**config.mk**
```make
export PLATFORM = sky130hd
export DESIGN_NAME = alu_result_store
export DESIGN_NICKNAME = d
export VERILOG_FILES = /design/src/rtl/alu_result_store.sv
export SDC_FILE = /design/constraint.sdc
export NUM_CORES = 1
export LEC_CHECK = 0
export CORE_MARGIN = 5
export CORE_UTILIZATION = 57
export DETAILED_ROUTE_END_ITERATION = 6
export PLACE_DENSITY = 0.84
export SLEW_MARGIN = 15
export SYNTH_ARGS = -nofsm -noshare
export SYNTH_HDL_FRONTEND = slang
export SYNTH_SLANG_ARGS = --single-unit
```
**constraint.sdc**
```tcl
create_clock -name clk -period 6.18 [get_ports clk]
set_clock_uncertainty 0.15 [all_clocks]
set_input_delay 1.236 -clock clk [delete_from_list [all_inputs] [get_ports clk]]
set_output_delay 1.236 -clock clk [all_outputs]
set_load 0.02 [all_outputs]
```
**src/rtl/alu_result_store.sv**
```systemverilog
// rtl/alu_result_store.sv - debounced capture of the ALU result into an accumulator with a 4-entry history
//
// Purpose: holds the ALU's 8-bit result when a debounced push-button request
// arrives. The low nibble is fed back as the ALU B operand, and the last four
// captures are kept for display selection.
//
// Ports:
//   clk            in   system clock, rising edge
//   reset          in   asynchronous active-high reset
//   capture_req    in   raw push-button level, asynchronous to clk
//   clr            in   synchronous clear of all stored data
//   alu_result     in   [7:0] ALU output
//   alu_func       in   [2:0] ALU function code for alu_result
//   hist_sel       in   [1:0] history read index, 0 = newest
//   acc_q          out  [7:0] accumulator
//   operand_b      out  [3:0] acc_q[3:0]
//   last_func      out  [2:0] function code of the latest capture
//   acc_zero       out  acc_q == 0
//   hist_q         out  [7:0] selected history entry, 0 when not valid
//   hist_count     out  [2:0] number of valid history entries (0..4)
//   captured_pulse out  one-cycle strobe after each capture
module alu_result_store #(
  parameter int DEBOUNCE_CYCLES = 4,
  parameter int HIST_DEPTH      = 4
) (
  input  logic       clk,
  input  logic       reset,
  input  logic       capture_req,
  input  logic       clr,
  input  logic [7:0] alu_result,
  input  logic [2:0] alu_func,
  input  logic [1:0] hist_sel,
  output logic [7:0] acc_q,
  output logic [3:0] operand_b,
  output logic [2:0] last_func,
  output logic       acc_zero,
  output logic [7:0] hist_q,
  output logic [2:0] hist_count,
  output logic       captured_pulse
);

  localparam int CW = (DEBOUNCE_CYCLES > 1) ? $clog2(DEBOUNCE_CYCLES) : 1;
  localparam logic [CW-1:0] CNT_LAST = CW'(DEBOUNCE_CYCLES - 1);

  typedef enum logic [1:0] {
    IDLE     = 2'd0,
    DEBOUNCE = 2'd1,
    CAPTURE  = 2'd2,
    RELEASE  = 2'd3
  } state_t;

  state_t        state_q, state_d;
  logic [CW-1:0] cnt_q, cnt_d;
  logic          sync1_q, sync2_q;
  logic          req_s;
  logic          capture_en;

  logic [7:0]    acc_reg_q;
  logic [2:0]    func_q;
  logic [7:0]    hist_mem_q [HIST_DEPTH];
  logic [1:0]    wr_ptr_q;
  logic [2:0]    hist_count_q;
  logic          pulse_q;
  logic [1:0]    rd_idx;

  // Two-flop synchronizer for the asynchronous button level.
  always_ff @(posedge clk or posedge reset) begin
    if (reset) begin
      sync1_q <= 1'b0;
      sync2_q <= 1'b0;
    end else begin
      sync1_q <= capture_req;
      sync2_q <= sync1_q;
    end
  end

  assign req_s = sync2_q;

  always_ff @(posedge clk or posedge reset) begin
    if (reset) begin
      state_q <= IDLE;
      cnt_q   <= '0;
    end else begin
      state_q <= state_d;
      cnt_q   <= cnt_d;
    end
  end

  always_comb begin
    state_d = state_q;
    cnt_d   = cnt_q;
    if (clr) begin
      state_d = IDLE;
      cnt_d   = '0;
    end else begin
      case (state_q)
        IDLE: begin
          if (req_s) begin
            state_d = DEBOUNCE;
            cnt_d   = '0;
          end
        end
        DEBOUNCE: begin
          if (!req_s) begin
            state_d = IDLE;
            cnt_d   = '0;
          end else if (cnt_q == CNT_LAST) begin
            state_d = CAPTURE;
          end else begin
            cnt_d = cnt_q + CW'(1);
          end
        end
        CAPTURE: begin
          state_d = RELEASE;
          cnt_d   = '0;
        end
        RELEASE: begin
          // Any high sample restarts the low-time count, so a short glitch
          // during a long press cannot re-arm the capture.
          if (req_s) begin
            cnt_d = '0;
          end else if (cnt_q == CNT_LAST) begin
            state_d = IDLE;
            cnt_d   = '0;
          end else begin
            cnt_d = cnt_q + CW'(1);
          end
        end
        default: begin
          state_d = IDLE;
          cnt_d   = '0;
        end
      endcase
    end
  end

  // A clear in the CAPTURE cycle suppresses the capture.
  assign capture_en = (state_q == CAPTURE) && !clr;

  always_ff @(posedge clk or posedge reset) begin
    if (reset) begin
      acc_reg_q    <= '0;
      func_q       <= '0;
      wr_ptr_q     <= '0;
      hist_count_q <= '0;
      pulse_q      <= 1'b0;
      for (int i = 0; i < HIST_DEPTH; i++) hist_mem_q[i] <= '0;
    end else if (clr) begin
      acc_reg_q    <= '0;
      func_q       <= '0;
      wr_ptr_q     <= '0;
      hist_count_q <= '0;
      pulse_q      <= 1'b0;
      for (int i = 0; i < HIST_DEPTH; i++) hist_mem_q[i] <= '0;
    end else begin
      pulse_q <= capture_en;
      if (capture_en) begin
        acc_reg_q            <= alu_result;
        func_q               <= alu_func;
        hist_mem_q[wr_ptr_q] <= alu_result;
        wr_ptr_q             <= wr_ptr_q + 2'd1;
        if (hist_count_q != 3'd4) hist_count_q <= hist_count_q + 3'd1;
      end
    end
  end

  // Newest entry sits just behind the write pointer; 2-bit wrap gives mod 4.
  assign rd_idx = wr_ptr_q - 2'd1 - hist_sel;

  assign acc_q          = acc_reg_q;
  assign operand_b      = acc_reg_q[3:0];
  assign acc_zero       = (acc_reg_q == 8'h00);
  assign last_func      = func_q;
  assign hist_count     = hist_count_q;
  assign captured_pulse = pulse_q;
  assign hist_q         = ({1'b0, hist_sel} < hist_count_q) ? hist_mem_q[rd_idx] : 8'h00;

endmodule

```
==> impl_summary.log, run 1 <==
[metrics] IR Drop Worst-Case VDD: approximately 0.14 mV
[metrics] yosys synthesis warning count: 0
[metrics] Arr. time, crit path: 3680 ps
[metrics] largest cells by area after synthesis: sky130_fd_sc_hd__dfrtp_1 50%, sky130_fd_sc_hd__a21oi_1 8.8%, sky130_fd_sc_hd__nand2_1 8.1%
[metrics] share of post-route cells with drive strength above 1: around 5%
[metrics] Sinks on Clock Net: 55
[metrics] Final #Nets: between 300 and 400
[metrics] number of global-route vias before repair: ~2.2k
[metrics] Detail Placement HPWL: between 4000 and 5000 um
[metrics] Netlist cell types: 30
[metrics] initial antenna violation count: 0
[metrics] leading area contributor after synthesis: sky130_fd_sc_hd__dfrtp_1
[metrics] data required time of the critical path: 4790 ps
[metrics] setup_tns: 0 ps
[metrics] Core ar.: 4720 sq um
[metrics] startpoint types: input pin
[metrics] Post-Synthesis Cells: around 290
[metrics] Leak Pwr: approximately 1.4 nW
[metrics] outcome: finished clean
[metrics] die height: between 70 and 80 um
[metrics] Post-Route Hold Slack: 206 ps
[metrics] Design Power: 0.643 mW
[metrics] Max Clock Freq: approximately 200 MHz
[metrics] clock latency on the worst-skew pair: approximately 310 ps
[metrics] placement row count: 25
[metrics] worst setup slack after placement: roughly 1100 ps
[metrics] effective utilization at floorplan: approximately 59%
[metrics] Slew Limit Headroom: a little over half
[metrics] ratio of final minimum period to clock period: 82.0%
[metrics] Routed WL per cell: between 15 and 20 um
[metrics] Non-Filler Instances: 387
[metrics] clock period minus worst slack: 5070 ps
[metrics] element type at the critical path end: primary output
[metrics] Max Buffers Root-to-Sink: 2
[metrics] number of register bits inferred by synthesis: 55
[metrics] # hold bufs at CTS: 0
[metrics] setup repair bufs after CTS: 0
[metrics] routability congestion estimate from global placement: 0.786
[metrics] count of antenna diodes in the layout: 0
[metrics] CTS H-tree depth: 2
[metrics] post-synthesis instance area: between 2000 and 3000 sq um
[metrics] slew of the pin with the lowest slew margin: just under 700 ps
[metrics] Net Count, Synth: around 310
[metrics] critical path type: input pin to primary output
[metrics] number of DRC violations after detailed-routing iteration 0: around 210
[metrics] grt total ovfl: 0
[metrics] vias per cell: roughly 6
[metrics] area share of the largest cell type after synthesis: 49.6%
[metrics] global-route wire length before repair: about 11000 um
[metrics] Final ANT Viol Nets: 0
[metrics] count of buffers inserted at the top-level ports: between 40 and 50
[metrics] synthesis-to-layout area growth: 20.1%
[metrics] MaxCap Viol Count: 0
[metrics] unrepaired setup endpoints after global routing: false
[metrics] maximum fanout along the worst path: 8
[metrics] final setup violation count: 0
[metrics] total wire length: 6400 um
[metrics] die area: between 6000 and 7000 sq um
[metrics] final hold violations: 0
[metrics] Power Dens Cells: a little under 200 nW/um^2
[metrics] placed cell count: 379
[metrics] class of the most critical hold timing path: flip-flop to flip-flop
[metrics] number of detailed-routing iterations run before antenna repair: 4
[metrics] count of cells resized by post-cts repair: 0
[metrics] global-route usage over all layers: a little over a fifth
[metrics] DIE WIDTH: ~80 um
[metrics] via count: roughly 2.3k
[metrics] per-instance average area after synthesis: between 9 and 10 sq um
[metrics] number of slew-limit violations in the final report: 0
[metrics] maximum number of pins on one net before global-route repair: between 50 and 60
[metrics] DRC violation count after routing: 0
[metrics] clock tree from TritonCTS: done
[metrics] number of top-level pins: 45
[metrics] fraction of the yosys area taken by sequential cells: between 40% and 50%
[metrics] PnR worst setup slack: approximately 1100 ps
[metrics] Inserted Clock Buffers: 5
[metrics] clock-pin slew reported for the worst setup and hold paths after clock tree synthesis: about 90 ps
[metrics] root buffer cell: sky130_fd_sc_hd__clkbuf_8
==> worst max-delay path: stages <==
cell and delay [ps]:
sky130_fd_sc_hd__clkdlybuf4s50_1 480, sky130_fd_sc_hd__inv_1 50, sky130_fd_sc_hd__ha_1 570, sky130_fd_sc_hd__mux4_1 610, sky130_fd_sc_hd__nor2b_1 160, sky130_fd_sc_hd__clkdlybuf4s50_1 570
==> layer usage <==
| metal | vias to the layer above | global-route usage [%] | wire [um] |
|---|---|---|---|
| met4 | 0 | 9.29 | 120 |
| li1 | 1053 | - | - |
| met1 | 1105 | 29.4 | 2630 |
| met2 | 94 | 34.0 | 3090 |
| met5 | - | 0 | 0 |
| met3 | 12 | 4.74 | 566 |
==> registers in the layout, summed over array words and instances (netlist names) <==
| signal | count |
|---|---|
| hist_mem_q | 32 |
| acc_q | 8 |
| hist_count | 3 |
| last_func | 3 |
| cnt_q | 2 |
| state_q | 2 |
| wr_ptr_q | 2 |
| captured_pulse | 1 |
| req_s | 1 |
| sync1_q | 1 |
==> report_power, final <==
part	switching, mW	total, mW	internal, mW
combinational	0.0224	0.0379	0.0155
clock	0.121	0.242	0.121
sequential	0.00216	0.363	0.361
total	0.145	0.643	0.497
==> synth_stat cells <==
master and number:
sky130_fd_sc_hd__nand4b_1 1, sky130_fd_sc_hd__and2_1 1, sky130_fd_sc_hd__xnor3_2 1, sky130_fd_sc_hd__xnor2_1 2
sky130_fd_sc_hd__nor3_1 2, sky130_fd_sc_hd__dfrtp_1 55, sky130_fd_sc_hd__nand3_1 33, sky130_fd_sc_hd__mux4_1 8
sky130_fd_sc_hd__nand4_1 1, sky130_fd_sc_hd__clkbuf_1 15, sky130_fd_sc_hd__nor4b_1 1, sky130_fd_sc_hd__and4b_1 1
sky130_fd_sc_hd__buf_2 5, sky130_fd_sc_hd__inv_1 7, sky130_fd_sc_hd__or4_1 2, sky130_fd_sc_hd__nand2b_1 2
sky130_fd_sc_hd__nor4_1 1, sky130_fd_sc_hd__a21oi_1 49, sky130_fd_sc_hd__or3_1 1, sky130_fd_sc_hd__buf_4 4
sky130_fd_sc_hd__ha_1 9, sky130_fd_sc_hd__or4b_1 1, sky130_fd_sc_hd__o21ai_0 4, sky130_fd_sc_hd__nor3b_1 1
sky130_fd_sc_hd__nor2_1 4, sky130_fd_sc_hd__mux2_2 1, sky130_fd_sc_hd__nand3b_1 5, sky130_fd_sc_hd__nor2b_1 9
sky130_fd_sc_hd__nand2_1 60, sky130_fd_sc_hd__a31oi_1 2
==> final cells by class <==
class / count / area, sq um
fill: 370 / 1390
sequential: 55 / 1380
multi-input combinational: 202 / 1260
timing repair buffer: 48 / 470
tap: 67 / 83.8
clock buffer: 5 / 68.8
clock inverter: 3 / 43.8
inverter: 7 / 26.3
==> placed cells by master, fill, tap and decap left out, types with 2 or more instances in the layout <==
master	count
sky130_fd_sc_hd__clkbuf_8	5
sky130_fd_sc_hd__ha_1	9
sky130_fd_sc_hd__nor3_1	2
sky130_fd_sc_hd__buf_4	4
sky130_fd_sc_hd__mux4_1	8
sky130_fd_sc_hd__inv_1	6
sky130_fd_sc_hd__nand2b_1	2
sky130_fd_sc_hd__or4_1	2
sky130_fd_sc_hd__o21ai_0	4
sky130_fd_sc_hd__clkdlybuf4s50_1	44
sky130_fd_sc_hd__nand3_1	33
sky130_fd_sc_hd__nor2_1	4
sky130_fd_sc_hd__xnor2_1	2
sky130_fd_sc_hd__nand2_1	60
sky130_fd_sc_hd__a31oi_1	2
sky130_fd_sc_hd__dfrtp_1	55
sky130_fd_sc_hd__a21oi_1	49
sky130_fd_sc_hd__nand3b_1	5
sky130_fd_sc_hd__nor2b_1	8
==> per-stage QoR <==
step | instance area, sq um | util (%)
2_1_floorplan | 2770 | -
3_3_place_gp | 3220 | 68.2
5_1_grt | 3330 | 70.5
4_1_cts | 3330 | 70.5
6_report | 3330 | 70.5
3_5_place_dp | 3220 | 68.2
==> worst paths after layout <==
| kind | slack, ps | start | cells after the start | endpoint |
|---|---|---|---|---|
| worst max-delay path | 1110 | hist_sel[0] | 6 | hist_q[4] |
| worst min-delay path | 210 | sync1_q$_DFF_PP0_ | 0 | req_s$_DFF_PP0_ |
| worst max register to register | 4250 | wr_ptr_q[1]$_DFFE_PP0P_ | 5 | hist_mem_q[17]$_DFFE_PP0P_ |
| worst min register to register | 210 | sync1_q$_DFF_PP0_ | 0 | req_s$_DFF_PP0_ |
| max in group asynchronous | 4170 | reset | 3 | hist_mem_q[2]$_DFFE_PP0P_ |
| min in group asynchronous | 1250 | reset | 3 | last_func[0]$_DFFE_PP0P_ |
==> cells by family (layout without fill, tap and decap cells) <==
logic type      after synthesis  in the layout  share of synthesized area (%)
mux                           9              9                           7.98
buf+inv                      31             63                           4.96
flops                        55             55                           49.6
simple gates                126            126                           21.9
fa+ha+maj                     9              9                           4.06
xor+xnor                      3              3                           1.49
compound gates               55             55                           10.0
Power figures use the tool's default switching activity.
==> run 2, diff against run 1 <==
- CORE_UTILIZATION: 57 -> 48
- PLACE_DENSITY: 0.84 -> 0.76
- clock period: 6.18 -> 4.4 ns (I/O delays scaled with it)
==> run 2 against run 1 <==
Setup slack worse by 910 ps. First-iteration DRC count down 1.9%. Wire length up 0.87%. Power up 37%. Critical path depth up 1. Clock-buffer cell count up 2. Hold slack worse by 1.2 ps. Sequential share of layout area down 0.062 points. Critical path type unchanged. Critical endpoint is now hist_q[5].
==> impl_summary.log, run 2 (same netlist as run 1, synthesis figures left out) <==
[metrics] MaxCap Viol Count: 0 (unchanged)
[metrics] DIE WIDTH: 86.0 um (was 79.8 um)
[metrics] Final Cell Area: 3340 sq um (was 3330 sq um)
[metrics] maximum number of pins on one net before global-route repair: 40 (was 56)
[metrics] number of global-route vias before repair: 2056 (was 2182)
[metrics] Arr. time, crit path: 3170 ps (was 3680 ps)
[metrics] post-detailed-placement cell area: 3230 sq um (was 3220 sq um)
[metrics] cell-internal power: 0.672 mW (was 0.497 mW)
[metrics] area taken by multi-input logic gates: 1260 sq um (unchanged)
[metrics] Max Buffers Root-to-Sink: 2 (unchanged)
[metrics] share of post-route cells with drive strength above 1: 5.30% (was 5.00%)
[metrics] setup repair bufs after CTS: 0 (unchanged)
[metrics] switching part of the total: 23.4% (was 22.6%)
[metrics] setup_tns: 0 ps (unchanged)
[metrics] relative contribution of combinational cells to total power: 6.2% (was 5.9%)
[metrics] ratio of final minimum period to clock period: a little over nine tenths
[metrics] Max Clock Freq: 238 MHz
[metrics] number of top-level pins: 45 (unchanged)
[metrics] number of slew-limit violations in the final report: 0 (unchanged)
[metrics] initial antenna violation count: 0 (unchanged)
[metrics] total wire length: 6460 um (was 6400 um)
[metrics] Design Power: 0.878 mW (was 0.643 mW)
[metrics] data required time of the critical path: 3370 ps (was 4790 ps)
[metrics] clock period minus worst slack: 4200 ps
[metrics] Final ANT Viol Nets: 0 (unchanged)
[metrics] Detail Placement HPWL: 4320 um (was 4160 um)
[metrics] clock-pin slew reported for the worst setup and hold paths after clock tree synthesis: 90 ps (about the same)
[metrics] Psw: 0.205 mW (was 0.145 mW)
[metrics] Non-Filler Instances: 393 (was 387)
[metrics] Routed WL per cell: 16.4 um (was 16.5 um)
[metrics] DRC violation count after routing: 0 (unchanged)
[metrics] Crit. Startpoint: hist_sel[0] (unchanged)
[metrics] count of buffers inserted at the top-level ports: 44 (unchanged)
[metrics] final hold violations: 0 (unchanged)
[metrics] element type at the critical path end: primary output (unchanged)
[metrics] unrepaired setup endpoints after global routing: false (unchanged)
[metrics] CTS H-tree depth: 2 (unchanged)
[metrics] global-route usage over all layers: 18.3% (was 21.8%)
[metrics] count of antenna diodes in the layout: 0 (unchanged)
[metrics] largest reg by FF count: hist_mem_q (unchanged)
[metrics] beginning of the worst register-to-register path: state_q[1]$_DFFE_PP0P_ (was wr_ptr_q[1]$_DFFE_PP0P_)
[metrics] Slew Limit Headroom: 36.4% (was 54.9%)
[metrics] final setup violation count: 0 (unchanged)
[metrics] Inserted Clock Buffers: 5 (unchanged)
[metrics] clock latency on the worst-skew pair: 310 ps (about the same)
[metrics] slew of the pin with the lowest slew margin: 950 ps (was 676 ps)
[metrics] filler cell count: 498 (was 370)
[metrics] number of detailed-routing iterations run before antenna repair: 4 (unchanged)
[metrics] class of the most critical hold timing path: flip-flop to flip-flop (unchanged)
[metrics] Leak Pwr: 1.37 nW (about the same)
[metrics] PnR worst setup slack: 199 ps (was 1110 ps)
[metrics] Core ar.: 5570 sq um (was 4720 sq um)
[metrics] effective utilization at floorplan: 49.8% (was 58.7%)
[metrics] synthesis-to-layout area growth: 20.3% (was 20.1%)
[metrics] power share of the sequential group: 58.1% (was 56.5%)
[metrics] crit path capture: hist_q[5] (was hist_q[4])
[metrics] startpoint types: input pin (unchanged)
[metrics] flop-to-flop setup slack: 2010 ps (was 4250 ps)
[metrics] # hold bufs at CTS: 0 (unchanged)
[metrics] vias per cell: 5.69 (was 5.85)
[metrics] most frequent cells in the layout: 60 x sky130_fd_sc_hd__nand2_1, 55 x sky130_fd_sc_hd__dfrtp_1, 49 x sky130_fd_sc_hd__a21oi_1 (unchanged)
[metrics] clock tree from TritonCTS: done (unchanged)
[metrics] flip-flop count of the largest register, all copies and words added: 32 (unchanged)
[metrics] Clk pwr share: 35.7% (was 37.6%)
[metrics] outcome: finished clean (unchanged)
[metrics] Sinks on Clock Net: 55 (unchanged)
[metrics] worst setup slack after placement: 221 ps (was 1120 ps)
[metrics] area occupied by registers: 1380 sq um (unchanged)
[metrics] die area: 7400 sq um (was 6360 sq um)
[metrics] end of the worst register-to-register path: hist_count[2]$_DFFE_PP0P_ (was hist_mem_q[17]$_DFFE_PP0P_)
[metrics] Final #Nets: 346 (was 345)
[metrics] root buffer cell: sky130_fd_sc_hd__clkbuf_8 (unchanged)
[metrics] leading cell type in the layout, fill and taps excluded: sky130_fd_sc_hd__nand2_1 (unchanged)
[metrics] Power Dens Cells: 263 nW/um^2 (was 193 nW/um^2)
[metrics] via count: 2237 (was 2264)
[metrics] placement row count: 27 (was 25)
[metrics] maximum fanout along the worst path: 8 (unchanged)
[metrics] reg2reg path depth: 4 (was 5)
[metrics] routability congestion estimate from global placement: 0.791 (was 0.786)
[metrics] IR Drop Worst-Case VDD: 0.166 mV (was 0.141 mV)
[metrics] critical path type: input pin to primary output (unchanged)
[metrics] global-route wire length before repair: 10600 um (was 10500 um)
[metrics] count of cells resized by post-cts repair: 0 (unchanged)
[metrics] grt total ovfl: 0 (unchanged)
[metrics] die height: 86.0 um (was 79.8 um)
[metrics] number of DRC violations after detailed-routing iteration 0: 210 (was 214)
[metrics] placed cell count: 385 (was 379)
## run 2: cell count changes in the layout (fill, tap and decap cells not counted), sizes merged
cell	change
clkbuf	+2
clkinv	-2
clkinvlp	+1
bufinv	-1
buf	+1
## run 2: power by group through the flow
stage | Clock (mW) | Combinational [mW] | Sequential (mW)
3_3_place_gp | 0 | 0.0542 | 0.520
3_5_place_dp | 0 | 0.0550 | 0.520
4_1_cts | 0.318 | 0.0551 | 0.510
6_report | 0.314 | 0.0544 | 0.510
5_1_grt | 0.340 | 0.0596 | 0.510
2_1_floorplan | 0 | 0.0271 | 0.518
## run 2: how the worst min path moves through the flow
stage                                  from  cells after the start              end
final                     sync1_q$_DFF_PP0_                      0  req_s$_DFF_PP0_
after global routing      sync1_q$_DFF_PP0_                      0  req_s$_DFF_PP0_
after CTS                 sync1_q$_DFF_PP0_                      0  req_s$_DFF_PP0_
after detailed placement  sync1_q$_DFF_PP0_                      0  req_s$_DFF_PP0_
after global placement    sync1_q$_DFF_PP0_                      0  req_s$_DFF_PP0_
after floorplan           sync1_q$_DFF_PP0_                      0  req_s$_DFF_PP0_
## run 2: worst max-delay path: stages
cell	delay, ps
sky130_fd_sc_hd__clkdlybuf4s50_1	490
sky130_fd_sc_hd__inv_1	50
sky130_fd_sc_hd__ha_1	270
sky130_fd_sc_hd__buf_4	210
sky130_fd_sc_hd__mux4_1	580
sky130_fd_sc_hd__nor2b_1	160
sky130_fd_sc_hd__clkdlybuf4s50_1	540
## run 2: through the flow
step                hold WS, ps  util [%]
floorplan                   181         -
global placement            185      58.0
detailed placement          185      58.0
CTS                         207      59.9
global route                232      59.9
finish                      205      59.9
## run 2: layout make-up
cell class | count | share of cell area, %
flip-flops and latches | 55 | 41.2
multi-input cells | 202 | 37.8
well taps | 72 | 2.70
clock inverters | 1 | 0.225
clock buffers | 7 | 2.89
repair buffers | 49 | 14.3
inverters | 7 | 0.787
## run 2: layer usage
layer  track usage (%)  up-vias  wire length [um]
met5                 0        -                 0
met4              4.60        0                52
met3              3.75        7               526
met2              28.7       70              3110
met1              25.9     1102              2780
li1                  -     1058                 -
